`config.mk`:
```
export PLATFORM = sky130hd
export DESIGN_NAME = trivium_ctrl_flat
export DESIGN_NICKNAME = d
export VERILOG_FILES = /design/src/rtl/trivium_ctrl_if.sv /design/src/rtl/trivium_ctrl.sv /design/src/flat_wrapper.sv
export SDC_FILE = /design/constraint.sdc
export NUM_CORES = 1
export LEC_CHECK = 0
export BUFFER_PORTS_ARGS = -buffer_cell sky130_fd_sc_hd__buf_2
export CELL_PAD_IN_SITES_DETAIL_PLACEMENT = 1
export CELL_PAD_IN_SITES_GLOBAL_PLACEMENT = 1
export CORE_UTILIZATION = 25
export DETAILED_ROUTE_END_ITERATION = 10
export GPL_ROUTABILITY_DRIVEN = 1
export PLACE_DENSITY_LB_ADDON = 0.15
export SLEW_MARGIN = 20
export SYNTH_ARGS = -nofsm -noshare
export SYNTH_HDL_FRONTEND = slang
export SYNTH_SLANG_ARGS = --single-unit
```
`constraint.sdc`:
```
create_clock -name clk -period 4.33 [get_ports clk]
set_clock_uncertainty 0.05 [all_clocks]
set_input_delay 1.0825 -clock clk [delete_from_list [all_inputs] [get_ports clk]]
set_output_delay 1.0825 -clock clk [all_outputs]
set_load 0.02 [all_outputs]
```
`src/rtl/trivium_ctrl_if.sv`:
```
// Host-side bundle for trivium_ctrl.
//   master : host/consumer side. Drives start, abort, key_in, iv_in, nbytes, ks_ready.
//   slave  : controller side. Drives ks_data, ks_valid, busy, done.
// Signals:
//   start     1-cycle request, accepted only while the controller is idle
//   abort     synchronous abort back to idle
//   key_in    80-bit key, sampled with an accepted start
//   iv_in     80-bit IV, sampled with an accepted start
//   nbytes    number of keystream bytes to produce
//   ks_data   packed keystream byte, first generated bit in bit 7
//   ks_valid  ks_data valid
//   ks_ready  consumer accepts when ks_valid & ks_ready
//   busy      controller not idle
//   done      1-cycle pulse once the last byte has been accepted
interface trivium_ctrl_if;
    logic        start;
    logic        abort;
    logic [79:0] key_in;
    logic [79:0] iv_in;
    logic [15:0] nbytes;
    logic [7:0]  ks_data;
    logic        ks_valid;
    logic        ks_ready;
    logic        busy;
    logic        done;

    modport master (
        output start,
        output abort,
        output key_in,
        output iv_in,
        output nbytes,
        output ks_ready,
        input  ks_data,
        input  ks_valid,
        input  busy,
        input  done
    );

    modport slave (
        input  start,
        input  abort,
        input  key_in,
        input  iv_in,
        input  nbytes,
        input  ks_ready,
        output ks_data,
        output ks_valid,
        output busy,
        output done
    );
endinterface

```
`src/rtl/trivium_ctrl.sv`:
```
// Sequencer for a single Trivium keystream core.
// A start request latches key/IV/byte count, pulses the core's active-low load strobe
// for one cycle, runs WARMUP enabled cycles, then clocks the core 8 cycles per byte.
// Bits are packed MSB-first and handed out on a valid/ready port; done pulses after
// the last byte is accepted. This block is the only driver of the core's controls.
// Ports:
//   clk          system clock, all logic on the rising edge
//   rst          asynchronous active-low reset
//   host         trivium_ctrl_if.slave: start/abort/key_in/iv_in/nbytes in,
//                ks_data/ks_valid/busy/done out, ks_ready in
//   core_rst     active-low load strobe to the core (registered)
//   core_enable  core step enable (registered)
//   core_key     latched key, stable from load until the next accepted start
//   core_iv      latched IV, stable from load until the next accepted start
//   core_ks_bit  core keystream bit, valid the cycle after an enabled cycle
module trivium_ctrl #(
    parameter int unsigned WARMUP = 1152,
    parameter int unsigned CNT_W  = 11
) (
    input  logic                 clk,
    input  logic                 rst,
    trivium_ctrl_if.slave        host,
    output logic                 core_rst,
    output logic                 core_enable,
    output logic [79:0]          core_key,
    output logic [79:0]          core_iv,
    input  logic                 core_ks_bit
);

    localparam logic [CNT_W-1:0] WarmLast = CNT_W'(WARMUP - 1);
    localparam logic [CNT_W-1:0] GenLast  = CNT_W'(7);

    typedef enum logic [2:0] {
        StIdle,
        StLoad,
        StWarm,
        StGen,
        StCap,
        StPresent,
        StDone
    } state_e;

    state_e state_q, state_d;

    logic [CNT_W-1:0] cnt_q, cnt_d;
    logic [15:0]      bytes_left_q, bytes_left_d;
    logic [7:0]       acc_q, acc_d;
    logic [79:0]      key_q, key_d;
    logic [79:0]      iv_q, iv_d;
    logic [7:0]       ks_data_q, ks_data_d;
    logic             ks_valid_q, ks_valid_d;
    logic             core_rst_q, core_rst_d;
    logic             core_enable_q, core_enable_d;
    logic             busy_q, busy_d;
    logic             done_q, done_d;

    // Decoded requests seen in idle; abort always wins over start.
    logic start_ok;
    logic start_load;
    logic start_empty;
    logic handshake;

    assign start_ok    = (state_q == StIdle) && host.start && !host.abort;
    assign start_load  = start_ok && (host.nbytes != 16'd0);
    assign start_empty = start_ok && (host.nbytes == 16'd0);
    assign handshake   = (state_q == StPresent) && host.ks_ready && !host.abort;

    // ------------------------------------------------------------------
    // State register
    // ------------------------------------------------------------------
    always_ff @(posedge clk or negedge rst) begin
        if (!rst) begin
            state_q <= StIdle;
        end else begin
            state_q <= state_d;
        end
    end

    // ------------------------------------------------------------------
    // Next-state logic
    // ------------------------------------------------------------------
    always_comb begin
        state_d = state_q;
        if (host.abort) begin
            state_d = StIdle;
        end else begin
            unique case (state_q)
                StIdle: begin
                    if (start_load) begin
                        state_d = StLoad;
                    end
                end
                StLoad: begin
                    state_d = StWarm;
                end
                StWarm: begin
                    if (cnt_q == WarmLast) begin
                        state_d = StGen;
                    end
                end
                StGen: begin
                    if (cnt_q == GenLast) begin
                        state_d = StCap;
                    end
                end
                StCap: begin
                    state_d = StPresent;
                end
                StPresent: begin
                    if (host.ks_ready) begin
                        state_d = (bytes_left_q == 16'd1) ? StDone : StGen;
                    end
                end
                StDone: begin
                    state_d = StIdle;
                end
                default: begin
                    state_d = StIdle;
                end
            endcase
        end
    end

    // ------------------------------------------------------------------
    // Output / datapath next-state logic
    // ------------------------------------------------------------------
    always_comb begin
        cnt_d        = '0;
        bytes_left_d = bytes_left_q;
        acc_d        = acc_q;
        key_d        = key_q;
        iv_d         = iv_q;
        ks_data_d    = ks_data_q;

        if (start_load) begin
            key_d        = host.key_in;
            iv_d         = host.iv_in;
            bytes_left_d = host.nbytes;
        end

        if (host.abort) begin
            bytes_left_d = '0;
        end else begin
            unique case (state_q)
                StWarm: begin
                    cnt_d = (cnt_q == WarmLast) ? '0 : cnt_q + 1'b1;
                end
                StGen: begin
                    cnt_d = (cnt_q == GenLast) ? '0 : cnt_q + 1'b1;
                    // The core bit lags its enable by one cycle, so the first GEN cycle
                    // of a byte has nothing new to capture.
                    if (cnt_q != '0) begin
                        acc_d = {acc_q[6:0], core_ks_bit};
                    end
                end
                StCap: begin
                    // Eighth bit arrives here; it goes straight into the output byte.
                    ks_data_d = {acc_q[6:0], core_ks_bit};
                end
                default: begin
                end
            endcase
            if (handshake) begin
                bytes_left_d = bytes_left_q - 16'd1;
            end
        end

        // Registered outputs are decoded from the upcoming state so they line up
        // with the state they describe.
        core_rst_d    = (state_d != StLoad);
        core_enable_d = (state_d == StWarm) || (state_d == StGen);
        ks_valid_d    = (state_d == StPresent);
        busy_d        = (state_d != StIdle);
        done_d        = (state_d == StDone) || start_empty;
    end

    // ------------------------------------------------------------------
    // Datapath and output registers
    // ------------------------------------------------------------------
    always_ff @(posedge clk or negedge rst) begin
        if (!rst) begin
            cnt_q         <= '0;
            bytes_left_q  <= '0;
            acc_q         <= '0;
            key_q         <= '0;
            iv_q          <= '0;
            ks_data_q     <= '0;
            ks_valid_q    <= 1'b0;
            core_rst_q    <= 1'b1;
            core_enable_q <= 1'b0;
            busy_q        <= 1'b0;
            done_q        <= 1'b0;
        end else begin
            cnt_q         <= cnt_d;
            bytes_left_q  <= bytes_left_d;
            acc_q         <= acc_d;
            key_q         <= key_d;
            iv_q          <= iv_d;
            ks_data_q     <= ks_data_d;
            ks_valid_q    <= ks_valid_d;
            core_rst_q    <= core_rst_d;
            core_enable_q <= core_enable_d;
            busy_q        <= busy_d;
            done_q        <= done_d;
        end
    end

    assign core_rst      = core_rst_q;
    assign core_enable   = core_enable_q;
    assign core_key      = key_q;
    assign core_iv       = iv_q;
    assign host.ks_data  = ks_data_q;
    assign host.ks_valid = ks_valid_q;
    assign host.busy     = busy_q;
    assign host.done     = done_q;

endmodule

```
`src/flat_wrapper.sv`:
```
// flat-port wrapper written by rule: the top's interface ports become plain ports
module trivium_ctrl_flat 
#(
    parameter int unsigned WARMUP = 1152,
    parameter int unsigned CNT_W  = 11
)
  (clk, rst, core_rst, core_enable, core_key, core_iv, core_ks_bit, host_start, host_abort, host_key_in, host_iv_in, host_nbytes, host_ks_ready, host_ks_data, host_ks_valid, host_busy, host_done);
  trivium_ctrl_if host_i ();
  input  logic clk;
  input  logic rst;
  output logic core_rst;
  output logic core_enable;
  output logic [79:0] core_key;
  output logic [79:0] core_iv;
  input  logic core_ks_bit;
  input wire logic [$bits(host_i.start)-1:0] host_start;
  input wire logic [$bits(host_i.abort)-1:0] host_abort;
  input wire logic [$bits(host_i.key_in)-1:0] host_key_in;
  input wire logic [$bits(host_i.iv_in)-1:0] host_iv_in;
  input wire logic [$bits(host_i.nbytes)-1:0] host_nbytes;
  input wire logic [$bits(host_i.ks_ready)-1:0] host_ks_ready;
  output wire logic [$bits(host_i.ks_data)-1:0] host_ks_data;
  output wire logic [$bits(host_i.ks_valid)-1:0] host_ks_valid;
  output wire logic [$bits(host_i.busy)-1:0] host_busy;
  output wire logic [$bits(host_i.done)-1:0] host_done;
  assign host_i.start = host_start;
  assign host_i.abort = host_abort;
  assign host_i.key_in = host_key_in;
  assign host_i.iv_in = host_iv_in;
  assign host_i.nbytes = host_nbytes;
  assign host_i.ks_ready = host_ks_ready;
  assign host_ks_data = host_i.ks_data;
  assign host_ks_valid = host_i.ks_valid;
  assign host_busy = host_i.busy;
  assign host_done = host_i.done;
  trivium_ctrl #(.WARMUP(WARMUP), .CNT_W(CNT_W)) u_core (.clk(clk), .rst(rst), .host(host_i), .core_rst(core_rst), .core_enable(core_enable), .core_key(core_key), .core_iv(core_iv), .core_ks_bit(core_ks_bit));
endmodule
```
==> metrics.md <==
| Metric | Value |
|---|---|
| Initial antenna violation count | `1` |
| Most used cell, CP | `nand2_1` |
| RSZ-0062 raised after global routing | `no` |
| Final setup fails | `0` |
| H-tree levels | `1` |
| Maximum vdd drop | `approximately 250 uV` |
| First-pass GRT wire length | `45770 um` |
| Int Pwr | `about 4 mW` |
| Largest stage delay on the critical path | `roughly 0.43 ns` |
| Leakage power | `6.448 nW` |
| Clock power share | `a little under two fifths` |
| Netlist Area Pre-Place | `approximately 8600 sq um` |
| Routed wl met3 | `just over 2000 um` |
| WS Path Type | `in2reg` |
| Inserted Diodes | `0` |
| Crit path DAT | `roughly 3.2 ns` |
| Routed wire per std cell | `16.13 um` |
| Synth warnings | `0` |
| Maximum clock insertion buffer count | `3` |
| CTS clk-pin slew, worst paths | `around 0.060 ns` |
| # rows | `67` |
| Wl on met1 | `between 10000 and 15000 um` |
| Net Count, Synth | `1115` |
| CP Capture Type | `flip-flop` |
| Fraction of layout cells with a size suffix above 1 | `between 30% and 40%` |
| XOR/XNOR share of the synthesized area | `less than 1%` |
| Fraction of the mapped netlist area in simple logic gates | `27.05%` |
| Post-layout nets | `between 1000 and 1500` |
| Hold Buf Count CTS | `0` |
| CTS-repair resized insts | `0` |
| DIE AREA | `35190 sq um` |
| TritonRoute pass-1 iters | `4` |
| Post-Synthesis Cells | `around 930` |
| Io pins | `355` |
| Tightest Pin Transition | `0.9096 ns` |
| Routed wire length | `~28000 um` |
| # DRC | `0` |
| Hpwl dp | `about 20000 um` |
| Max-slew headroom | `39.36%` |
| Critical path startpoint category | `primary input` |
| Largest family of logic cells by synthesized area | `simple AND/OR/NAND/NOR gates` |
| CTS tree | `done` |
| Synth Area in Compound Gates | `between 5 and 6%` |
| Status | `complete, no violations` |
| Worst min-delay path category | `reg2reg` |
| Core Box Area | `33700 sq um` |
| Die Ht | `about 190 um` |
| Sequential fraction of design power | `between 40% and 50%` |
| Area Growth Syn to Fin | `35.97%` |
| Clock sinks | `210` |
| Clock latency on the worst-skew pair | `roughly 0.52 ns` |
| Pwr Density | `~490 nW/um^2` |
| Post-synth top flop | `dfrtp_1` |
| Synth Area in Adders | `less than 1%` |
| RD Place Congestion | `0.8154` |
| FILL cells | `about 4100` |
| Maxcap violations | `0` |
| Crit path cell chain | `buf_2 -> nor4_1 -> nand4_1 -> and2_4 -> inv_4 -> buf_4 -> nand2_1 -> nand2_1` |
| Setup Fix Bufs, Post-CTS | `0` |
| Cts bufs inserted | `26` |
| Critical path's slowest cell | `inv_4` |
| Highest clock rate | `between 300 and 400 MHz` |
| Via density | `about 4.3` |
| Initial core utilization | `about 26%` |
| Synth Register Bits | `between 200 and 250` |
| Most common cell after layout, fill and taps aside | `nand2_1` |
| WHS | `between 0.4 and 0.5 ns` |
| Setup TNS | `0 ns` |
| Final min period | `between 2 and 3 ns` |
| Seq/Total Area, Yosys | `roughly three fifths` |
| Max layer used | `met5` |
| Final hold vios | `0` |
| Fin crit share | `64.94%` |
| Synth cell types | `about 60` |
| Routed vias | `between 7000 and 8000` |
| Post-synth EDFFs | `0` |
| Psw | `between 1.5 and 2 mW` |
| Async set-reset flop share out of synthesis | `between 90% and 100%` |
| Max-slew violation count | `0` |
| Mux cell area share after synthesis | `roughly 2.1%` |
| Die X | `roughly 190 um` |
| GR Util All Layers | `between 10% and 20%` |
| Met2 WL | `12980 um` |
| Global route overflow | `0` |
| Sw Ratio | `a little under a third` |
| Combinational fraction of design power | `20.9%` |
| Initial DRC Count | `roughly 320` |
| CP Max Fanout | `36` |
| IO buf count | `approximately 350` |
| Vias in the first global route | `8110` |
| Antenna-violating nets left | `0` |
| Commonest non-fill, non-tap cells in the layout | `nand2_1 (496), buf_2 (353), dfrtp_1 (209)` |
| Syn Area/Cell | `~9.3 sq um` |
| Critical Path RT | `between 4 and 5 ns` |
| Pin count of the biggest net entering global routing | `111` |
| Root Driver | `clkbuf_16` |
layer usage:
| metal | vias up | global-route usage, % |
|---|---|---|
| met2 | 256 | 26.50 |
| met5 | - | 0 |
| li1 | 3661 | - |
| met3 | 33 | 4.192 |
| met1 | 3547 | 21.13 |
| met4 | 2 | 3.690 |
sequential cells by signal, summed over array words and instances (netlist names), 3 cells and up:
signal,flops
u_core.host.ks_data,8
u_core.core_key,80
u_core.acc_q,7
u_core.cnt_q,11
u_core.core_iv,80
u_core.state_q,3
u_core.bytes_left_q,16
area by class of cell:
class	count	area, sq um	area share, %
Clock buffer	38	777.0	6.635
Clock inverter	10	83.83	0.7159
Timing Repair Buffer	367	1917	16.37
Tap cell	448	560.5	4.787
Sequential cell	210	5256	44.89
Inverter	9	36.28	0.3099
Multi-Input combinational cell	666	3079	26.30
cells by family (layout without fill, tap and decap cells):
family | count (synthesis) | in the layout
AOI/OAI and AO/OA | 65 | 65
xor gates and xnor gates | 8 | 8
adders and majority gates | 4 | 4
buffers and inverters | 53 | 424
DFF | 210 | 210
muxes | 16 | 16
and+or+nand+nor | 573 | 573
stage by stage:
step	area (sq um)	total power [mW]	utilization (%)	std cells	setup WS, ns
after global placement	10850	3.666	32.19	1700	0.9928
after floorplan	8612	3.109	-	929	1.774
after global routing	11710	6.110	34.75	1748	1.362
final	11710	5.786	34.75	1748	1.518
after detailed placement	10850	3.681	32.19	1700	0.9713
after CTS	11710	5.903	34.75	1748	1.525
worst max-delay path: cells and delay by family:
kind | cells | cell delay (ns)
buf+inv | 3 | 0.85
simple gates | 5 | 1.23
worst paths after layout:
check                                       start                   to  slack (ns)  depth (start not counted)
min in group asynchronous                     rst      u_core.acc_q[1]        0.56                          1
worst min register to register  u_core.core_iv[9]    u_core.core_iv[9]        0.42                          2
max in group asynchronous                     rst  u_core.core_key[36]        2.75                          2
worst max-delay path               host_nbytes[9]   u_core.core_iv[77]        1.52                          8
worst min-delay path            u_core.core_iv[9]    u_core.core_iv[9]        0.42                          2
worst max register to register  u_core.state_q[1]  u_core.core_key[25]        1.86                          6
synth_stat cells (all sizes together), types with 3 or more instances:
library cell / instances / area share, %
dfrtp: 209 / 61
a31oi: 3 / 0.22
nand2b: 4 / 0.29
nor4: 10 / 0.80
nor2: 25 / 1.1
clkbuf: 7 / 0.32
ha: 4 / 0.58
a221o: 3 / 0.35
xor2: 3 / 0.31
nand4: 3 / 0.22
nand3: 4 / 0.23
and2: 4 / 0.29
mux2: 15 / 2.0
o21ai: 21 / 1.2
nand2: 496 / 22
a22oi: 6 / 0.52
or4: 4 / 0.48
a21oi: 13 / 0.84
xnor2: 5 / 0.51
inv: 8 / 0.35
buf: 37 / 2.5
nor3: 7 / 0.52
power groups by stage:
stage / clock network [mW] / registers [mW] / logic (mW)
floorplan: 0 / 2.78 / 0.333
global placement: 0 / 2.44 / 1.22
detailed placement: 0 / 2.45 / 1.24
CTS: 2.25 / 2.42 / 1.24
global route: 2.31 / 2.46 / 1.34
finish: 2.16 / 2.41 / 1.21
Power figures use the tool's default switching activity.
